## src/rtl/alu_pipe.sv

```systemverilog
// alu_pipe: two-stage pipelined ALU with valid/ready handshakes on both
// sides and an architectural NZCV flag register that updates at retire.
//
// Handshake: a transfer happens on a rising edge where valid && ready are
// both high. A producer holds its payload stable while valid is high and
// ready is low. in_ready depends only on reset, out_ready and the internal
// valid bits, never on in_valid.
//
// Optional feature: define ALU_PIPE_SHIFT_EN to enable cntrl 001 (logical
// shift left) and 111 (logical shift right). Without it, both opcodes
// behave as unused opcodes.

module alu_pipe #(
    parameter int WIDTH = 64
) (
    input  logic             clk,
    input  logic             reset,
    input  logic             in_valid,
    output logic             in_ready,
    input  logic [WIDTH-1:0] A,
    input  logic [WIDTH-1:0] B,
    input  logic [2:0]       cntrl,
    input  logic             set_flags,
    output logic             out_valid,
    input  logic             out_ready,
    output logic [WIDTH-1:0] result,
    output logic             negative,
    output logic             zero,
    output logic             overflow,
    output logic             carry_out,
    output logic             flag_n,
    output logic             flag_z,
    output logic             flag_v,
    output logic             flag_c
);

    localparam int SHW = $clog2(WIDTH);

    localparam logic [2:0] OP_PASSB = 3'b000;
    localparam logic [2:0] OP_ADD   = 3'b010;
    localparam logic [2:0] OP_SUB   = 3'b011;
    localparam logic [2:0] OP_AND   = 3'b100;
    localparam logic [2:0] OP_OR    = 3'b101;
    localparam logic [2:0] OP_XOR   = 3'b110;
`ifdef ALU_PIPE_SHIFT_EN
    localparam logic [2:0] OP_SLL   = 3'b001;
    localparam logic [2:0] OP_SRL   = 3'b111;
`endif

    // Stage 1: captured operands and control
    logic             s1_valid_q;
    logic [WIDTH-1:0] s1_a_q;
    logic [WIDTH-1:0] s1_b_q;
    logic [2:0]       s1_op_q;
    logic             s1_setf_q;

    // Stage 2: computed result and per-result flags
    logic             s2_valid_q;
    logic [WIDTH-1:0] s2_res_q;
    logic             s2_n_q;
    logic             s2_z_q;
    logic             s2_v_q;
    logic             s2_c_q;
    logic             s2_setf_q;

    // Architectural flag register
    logic             fn_q;
    logic             fz_q;
    logic             fv_q;
    logic             fc_q;

    // ALU next-state values feeding stage 2
    logic [WIDTH-1:0] res_d;
    logic             n_d;
    logic             z_d;
    logic             v_d;
    logic             c_d;
    logic [WIDTH-1:0] b_eff;
    logic [WIDTH:0]   sum;

    logic s2_load;
    logic s1_load;
    logic in_fire;
    logic out_fire;

    // Pipeline advance: stage 2 moves when empty or drained; stage 1 moves
    // when empty or when its content is moving into stage 2.
    assign s2_load  = !s2_valid_q || out_ready;
    assign s1_load  = !s1_valid_q || s2_load;
    assign in_ready = !reset && s1_load;
    assign in_fire  = in_valid && in_ready;
    assign out_fire = s2_valid_q && out_ready;

    // Combinational ALU on the stage-1 contents
    always_comb begin
        res_d = '0;
        v_d   = 1'b0;
        c_d   = 1'b0;
        // Subtract reuses the adder as A + ~B + 1; carry is then "no borrow".
        b_eff = (s1_op_q == OP_SUB) ? ~s1_b_q : s1_b_q;
        sum   = {1'b0, s1_a_q} + {1'b0, b_eff} + {{WIDTH{1'b0}}, (s1_op_q == OP_SUB)};
        case (s1_op_q)
            OP_PASSB: res_d = s1_b_q;
            OP_ADD, OP_SUB: begin
                res_d = sum[WIDTH-1:0];
                c_d   = sum[WIDTH];
                v_d   = (s1_a_q[WIDTH-1] == b_eff[WIDTH-1]) &&
                        (sum[WIDTH-1] != s1_a_q[WIDTH-1]);
            end
            OP_AND:   res_d = s1_a_q & s1_b_q;
            OP_OR:    res_d = s1_a_q | s1_b_q;
            OP_XOR:   res_d = s1_a_q ^ s1_b_q;
`ifdef ALU_PIPE_SHIFT_EN
            OP_SLL:   res_d = s1_a_q << s1_b_q[SHW-1:0];
            OP_SRL:   res_d = s1_a_q >> s1_b_q[SHW-1:0];
`endif
            default:  res_d = '0;
        endcase
        n_d = res_d[WIDTH-1];
        z_d = (res_d == '0);
    end

    // Stage 1 register: accept a new operation whenever stage 1 can load
    always_ff @(posedge clk or posedge reset) begin
        if (reset) begin
            s1_valid_q <= 1'b0;
            s1_a_q     <= '0;
            s1_b_q     <= '0;
            s1_op_q    <= '0;
            s1_setf_q  <= 1'b0;
        end else if (s1_load) begin
            s1_valid_q <= in_fire;
            if (in_fire) begin
                s1_a_q    <= A;
                s1_b_q    <= B;
                s1_op_q   <= cntrl;
                s1_setf_q <= set_flags;
            end
        end
    end

    // Stage 2 register: holds result and flags stable while stalled
    always_ff @(posedge clk or posedge reset) begin
        if (reset) begin
            s2_valid_q <= 1'b0;
            s2_res_q   <= '0;
            s2_n_q     <= 1'b0;
            s2_z_q     <= 1'b0;
            s2_v_q     <= 1'b0;
            s2_c_q     <= 1'b0;
            s2_setf_q  <= 1'b0;
        end else if (s2_load) begin
            s2_valid_q <= s1_valid_q;
            if (s1_valid_q) begin
                s2_res_q  <= res_d;
                s2_n_q    <= n_d;
                s2_z_q    <= z_d;
                s2_v_q    <= v_d;
                s2_c_q    <= c_d;
                s2_setf_q <= s1_setf_q;
            end
        end
    end

    // Flag register: updates in program order when a flag-setting op retires
    always_ff @(posedge clk or posedge reset) begin
        if (reset) begin
            fn_q <= 1'b0;
            fz_q <= 1'b0;
            fv_q <= 1'b0;
            fc_q <= 1'b0;
        end else if (out_fire && s2_setf_q) begin
            fn_q <= s2_n_q;
            fz_q <= s2_z_q;
            fv_q <= s2_v_q;
            fc_q <= s2_c_q;
        end
    end

    assign out_valid = s2_valid_q;
    assign result    = s2_res_q;
    assign negative  = s2_n_q;
    assign zero      = s2_z_q;
    assign overflow  = s2_v_q;
    assign carry_out = s2_c_q;
    assign flag_n    = fn_q;
    assign flag_z    = fz_q;
    assign flag_v    = fv_q;
    assign flag_c    = fc_q;

endmodule

```

## config.mk

```make
export PLATFORM = sky130hd
export DESIGN_NAME = alu_pipe
export DESIGN_NICKNAME = d
export VERILOG_FILES = /design/src/rtl/alu_pipe.sv
export SDC_FILE = /design/constraint.sdc
export NUM_CORES = 1
export LEC_CHECK = 0
export BUFFER_PORTS_ARGS = -buffer_cell sky130_fd_sc_hd__buf_4
export CORE_MARGIN = 8
export CORE_UTILIZATION = 55
export DETAILED_ROUTE_END_ITERATION = 12
export GPL_TIMING_DRIVEN = 1
export PLACE_DENSITY = 0.84
export SLEW_MARGIN = 0
export SYNTH_ARGS = -nofsm -noshare
export SYNTH_HDL_FRONTEND = slang
export SYNTH_SLANG_ARGS = --single-unit
```

## constraint.sdc

```tcl
create_clock -name clk -period 9.11 [get_ports clk]
set_clock_uncertainty 0.05 [all_clocks]
set_input_delay 1.822 -clock clk [delete_from_list [all_inputs] [get_ports clk]]
set_output_delay 1.822 -clock clk [all_outputs]
set_load 0.005 [all_outputs]
```

==> results.tsv, run 1 <==
metric	value	unit
status	complete, no violations	
total number of vias	15600	
largest family of logic cells by synthesized area	compound AO/OA/AOI/OAI gates	
sequential-to-total area share from yosys stat	30.0	%
nets	2389	
Adder-Cell Fraction of Synth Area	14.8	%
Synth Area in XOR/XNOR	4.95	%
row cnt	64	
FF-to-FF Start	s1_op_q[2]$_DFFE_PP0P_	
YS warnings	0	
number of max-cap violations	0	
Sinks on Clock Net	206	
pre-CTS setup slack	2770	ps
RSZ-0062 raised after global routing	false	
HP Start	result[21]$_DFFE_PP0P_	
Hold WS	438	ps
Clk Latency, worst-skew pair	530	ps
post-synthesis compound-gate area fraction	18.6	%
Yosys top cell area share	30.0	%
CTS tree	yes	
multiplexer area fraction after synthesis	13.1	%
1st-iter DRT viols	1415	
die span in x	193	µm
Max clock buf depth	3	
Top Layer Used	met5	
hold violation count in the final report	0	
WL per Instance	22.7	µm
Min-Delay Endpoint	result[21]$_DFFE_PP0P_	
Final Setup Violations	0	
layout overhead on the synthesized area	14.6	%
r2r setup slk	2700	ps
Worst R2R End	zero$_DFFE_PP0P_	
setup repair bufs after CTS	0	
distinct cell type count after synthesis	81	
Core ar.	30700	µm²
final period utilization	70.4	%
Clock Tree Root	clkbuf_16	
worst rel slew slack	36.6	%
count leader, synth	dfrtp_1	
Seq cells post-synth	206	
WL final	56000	µm
Placer Congestion	0.978	
Pleak	9.14	nW
Top FF cell, synth	dfrtp_1	
initial core utilization	56.0	%
largest cells by area after synthesis	dfrtp_1 (30%), ha_1 (15%), mux2_2 (12%), xnor2_1 (4.3%), a21oi_1 (3.7%)	
hold_buf cts	0	
first-pass GRT wire length	87500	µm
Die Y	193	µm
max frequency	0.156	GHz
number of placed I/O pins	210	
hold path cells	2	
Hold WC Path Type	reg2reg	
Max FO, Critical Path	66	
actual slew at the worst max-slew pin	951	ps
TritonCTS Buffers	23	
initial antenna violation count	1	
CP Class	reg2reg	
setup TNS	0	ps
met2 wire len	25200	µm
post-DP HPWL	42700	µm
Met1 Routed Length	23400	µm
Tmin final	6410	ps
routed vias/inst	6.32	
PnR worst setup slack	2700	ps
R2R depth	17	
critical path endpoint category	flop	
Avg Inst Size Synth	9.02	µm²
die area	37100	µm²
gr usage total	29.5	%
Routed Antenna Nets	0	
layout cells sized above 1	22.4	%
Post-synth EDFFs	0	
Ant. Diodes	0	
Residual DRC	0	
total gr overflow	0	
Pwr per Cell Area	270	nW/µm²
cell taking the most area after synthesis	dfrtp_1	
H-Tree Level Count	1	
CP arrival	6830	ps
Met3 Wirelength	4720	µm
Port Buffers	209	
Startpoint Class	flop	
Post-CTS Resized	0	
syn nets	2240	
vias in the first global route	15400	
Synth Area in Simple Gates	12.8	%
Mapped Area	17200	µm²
cells after synthesis	1902	
Slew Limit Fails	0	
ys async rst share	100	%
Critical Path RT	9520	ps
DR pass1 iterations	6	
most common library cells after synthesis	dfrtp_1 (206), ha_1 (201), mux2_2 (177)	
largest net degree at the start of global routing	137	
Clock Pin Slew Worst Setup and Hold Paths	60	ps
maximum VDD drop	184	µV
==> worst max path at each step <==
stage / startpoint / to / slack (ps) / cells past startpoint
floorplan: reset / carry_out$_DFFE_PP0P_ / 1610 / 1
global placement: s1_op_q[2]$_DFFE_PP0P_ / zero$_DFFE_PP0P_ / 2850 / 17
detailed placement: s1_op_q[2]$_DFFE_PP0P_ / zero$_DFFE_PP0P_ / 2770 / 17
CTS: s1_op_q[2]$_DFFE_PP0P_ / zero$_DFFE_PP0P_ / 2760 / 17
global route: s1_op_q[2]$_DFFE_PP0P_ / zero$_DFFE_PP0P_ / 2250 / 17
finish: s1_op_q[2]$_DFFE_PP0P_ / zero$_DFFE_PP0P_ / 2700 / 17
==> kinds of logic (layout without fill, tap and decap cells) <==
group | Yosys count | count (layout)
AO/OA/AOI/OAI | 491 | 491
AND/OR/NAND/NOR | 457 | 457
buffers and inverters | 246 | 409
flip-flops | 206 | 206
multiplexers | 203 | 203
adder cells (fa/ha/maj) | 202 | 202
XOR/XNOR | 97 | 97
==> final cells by class <==
class / count / area (µm²)
Clock inverter: 7 / 95.1
Multi-Input combinational cell: 1450 / 11000
Inverter: 146 / 556
Sequential cell: 206 / 5150
Timing Repair Buffer: 224 / 1680
Tap cell: 396 / 495
Fill cell: 2509 / 11000
Clock buffer: 32 / 639
==> sequential cells by signal (all words and copies together) (netlist names) <==
register    flops
out_valid       1
s1_setf_q       1
zero            1
result         64
flag_z          1
flag_v          1
flag_n          1
flag_c          1
carry_out       1
s1_valid_q      1
s2_setf_q       1
s1_a_q         64
overflow        1
s1_op_q         3
s1_b_q         64
==> layer usage <==
layer	track usage, %	vias to the layer above
li1	-	7132
met1	39.4	7550
met2	46.5	723
met3	4.88	150
met4	12.9	2
met5	0	-
==> placed cells by master (no fill, tap or decap), types with 24 or more instances in the layout <==
cell type / netlist / routed
a21oi_1: 128 / 128
nand3_1: 31 / 31
nand2_1: 168 / 165
o21ai_0: 109 / 109
nand4_1: 39 / 39
nor2_1: 108 / 108
o211ai_1: 36 / 36
xnor2_1: 85 / 85
a211oi_1: 24 / 24
nor3_1: 30 / 30
inv_1: 146 / 145
ha_1: 201 / 201
buf_4: 4 / 224
a22oi_1: 34 / 34
dfrtp_1: 206 / 206
mux2_2: 177 / 177
mux2i_1: 25 / 25
==> report_power, final <==
part | internal (mW) | switching, mW
Clock | 0.546 | 0.385
Combinational | 1.20 | 1.75
Sequential | 1.16 | 0.264
==> metrics by stage <==
step | util (%) | area (µm²) | total power, mW | std cells
after floorplan | - | 17200 | 3.28 | 1902
after global placement | 61.7 | 18900 | 4.24 | 2422
after detailed placement | 61.7 | 18900 | 4.31 | 2422
after CTS | 64.1 | 19700 | 5.27 | 2461
after global routing | 64.1 | 19700 | 5.65 | 2461
final | 64.1 | 19700 | 5.31 | 2461
==> critical path: stages (launching register included) <==
cell and delay [ps]:
dfrtp_1 400, nor2b_4 100, buf_4 620, nand2_4 490, buf_4 470, xnor2_1 220, ha_1 490, a21oi_2 300
o21ai_2 130, o21ai_0 560, nand3_1 220, a211oi_2 530, o21ai_1 320, o21ai_0 330, mux2i_1 220, o21ai_0 160
or4_1 550, o21ai_1 130
No activity file was read; power rests on OpenSTA's default activity.
==> run 2, diff against run 1 <==
Settings changed: CORE_UTILIZATION 55 to 54, PLACE_DENSITY 0.84 to 0.86.
Clock period 9.11 ns to 5.8 ns, I/O delays scaled along.
==> results.tsv, run 2 (synthesis gave the netlist of run 1 again) <==
metric	value	unit	change
R2R depth	16		-1
Routed Antenna Nets	0		unchanged
WL per Instance	22.7	µm	-0.17%
hold path cells	2		unchanged
critical path endpoint category	flop		
Ant. Diodes	0		unchanged
Clock Pin Slew Worst Setup and Hold Paths	70	ps	about the same
hold violation count in the final report	0		unchanged
Slew Limit Fails	0		unchanged
Pleak	9.20	nW	+0.71%
r2r setup slk	560	ps	-2140 ps
post-DP HPWL	42900	µm	+0.50%
CP arrival	5660	ps	-1170 ps
Max clock buf depth	3		unchanged
Pwr per Cell Area	422	nW/µm²	+57%
HP Start	result[35]$_DFFE_PP0P_		
hold_buf cts	0		unchanged
maximum VDD drop	291	µV	+58%
layout overhead on the synthesized area	15.5	%	
Critical Path RT	6210	ps	-3310 ps
Port Buffers	209		unchanged
WL final	56400	µm	+0.68%
Crit-path slowest cell	a2111oi_0		
met2 Resource Use GR	47.6	%	+1.1 points
layout cells sized above 1	23.1	%	+0.66 points
Cell Chain, Critical Path	nor2b_4 > nand2_4 > buf_4 > xnor2_1 > ha_1 > nand2_1 > nor2_1 > nand3_1 > a2111oi_0 > a211oi_2 > o31ai_1 > xor2_1 > a2111oi_0 > nand4_1 > or4_1 > o21ai_1		
Core ar.	31400	µm²	+2.4%
number of placed I/O pins	210		unchanged
Hold WS	437	ps	-0.267 ps
total number of vias	15500		-0.21%
Top Usage Layer GRT	met2		
first-pass GRT wire length	88200	µm	+0.79%
Startpoint Class	flop		
gr usage total	28.7	%	-0.81 points
Slowest Stage Delay on Critical Path	570	ps	-50 ps
worst setup path start	s1_op_q[1]$_DFFE_PP0P_		
Clock Tree Root	clkbuf_16		
RSZ-0062 raised after global routing	false		
H-Tree Level Count	1		unchanged
GR Util met3	4.58	%	-0.30 points
nets	2400		+0.46%
Max FO, Critical Path	20		-70%
number of max-cap violations	0		unchanged
die area	37700	µm²	+1.7%
Residual DRC	0		unchanged
final period utilization	90.4	%	+20 points
1st-iter DRT viols	1375		-2.8%
TritonCTS Buffers	24		+4.3%
total gr overflow	0		unchanged
Post-CTS Resized	0		unchanged
most common cell after layout, fill and taps aside	buf_4		
fill count	2608		+3.9%
Tmin final	5240	ps	-1170 ps
status	complete, no violations		
vias in the first global route	15500		+0.65%
initial core utilization	54.7	%	-1.3 points
FF-to-FF Start	s1_op_q[1]$_DFFE_PP0P_		
CTS tree	yes		
most frequent cells in the layout	buf_4 (232), dfrtp_1 (206), ha_1 (201)		
largest net degree at the start of global routing	116		-15%
setup TNS	0	ps	unchanged
Die Y	194	µm	+0.85%
row cnt	65		+1.6%
Min-Delay Endpoint	result[35]$_DFFE_PP0P_		
CP Class	reg2reg		
max frequency	0.191	GHz	+22%
Hold WC Path Type	reg2reg		
buffer and inverter count on the worst path	1		-1
setup repair bufs after CTS	0		unchanged
routed vias/inst	6.25		-1.1%
met1 Use GR	37.5	%	-1.9 points
Final Setup Violations	0		unchanged
initial antenna violation count	1		unchanged
Sinks on Clock Net	206		unchanged
worst rel slew slack	35.4	%	-1.2 points
Worst R2R End	zero$_DFFE_PP0P_		
die span in x	194	µm	+0.85%
actual slew at the worst max-slew pin	969	ps	+18.0 ps
Placer Congestion	1.01		+3.6%
Clk Latency, worst-skew pair	540	ps	about the same
cell mode on critical path	a2111oi_0		
DR pass1 iterations	7		+1
Largest delay share family, worst path	simple AND/OR/NAND/NOR gates		
run 2: changes by cell type in the layout (fill, tap and decap cells not counted), sizes merged:
cell	change
buf	+10
clkinvlp	+4
clkbuf	+1
clkinv	+2
bufinv	-2
run 2: per-stage QoR:
stage                     setup WS [ps]  std cells  util (%)  power (mW)  area (µm²)
after floorplan                    11.1       1902         -        5.15       17200
after global placement              748       2438      60.7        6.70       19000
after detailed placement            654       2438      60.7        6.79       19000
after CTS                           614       2482      63.1        8.32       19800
after global routing                295       2482      63.1        8.90       19800
final                               555       2482      63.1        8.37       19800
run 2: routing by layer:
layer | vias up | share of wire [%]
met5 | - | 0
li1 | 7162 | -
met2 | 656 | 46
met1 | 7587 | 43
met3 | 119 | 7.1
met4 | 0 | 3.6
run 2: worst register-to-register path, stage by stage, from the launching register on:
cell       delay, ps
dfrtp_1          380
nor2b_4          140
nand2_4          280
buf_4            400
xnor2_1          120
ha_1             460
nand2_1          150
nor2_1           330
nand3_1          110
a2111oi_0        570
a211oi_2         260
o31ai_1          290
xor2_1           130
a2111oi_0        520
nand4_1          300
or4_1            530
o21ai_1          130
run 2: area by class of cell:
cell class	instances	area, µm²	area share, %
inverter	146	552	2.78
timing repair buffer	234	1780	8.99
tap	402	503	2.54
clock inverter	11	77.6	0.392
sequential	206	5150	26.0
multi-input combinational	1450	11000	55.8
clock buffer	33	696	3.51
run 2: how the worst max path moves through the flow:
stage	to	cells past startpoint
detailed placement	zero$_DFFE_PP0P_	15
global placement	zero$_DFFE_PP0P_	15
CTS	zero$_DFFE_PP0P_	15
global route	zero$_DFFE_PP0P_	15
floorplan	zero$_DFFE_PP0P_	22
finish	zero$_DFFE_PP0P_	16
run 2: where the power goes:
| group | internal [mW] | total (mW) | leakage, nW | switching, mW |
|---|---|---|---|---|
| Sequential | 1.82 | 2.23 | 2.49 | 0.411 |
| Combinational | 1.92 | 4.65 | 6.34 | 2.74 |
| Clock | 0.845 | 1.49 | 0.375 | 0.643 |
| Total | 4.58 | 8.37 | 9.20 | 3.79 |
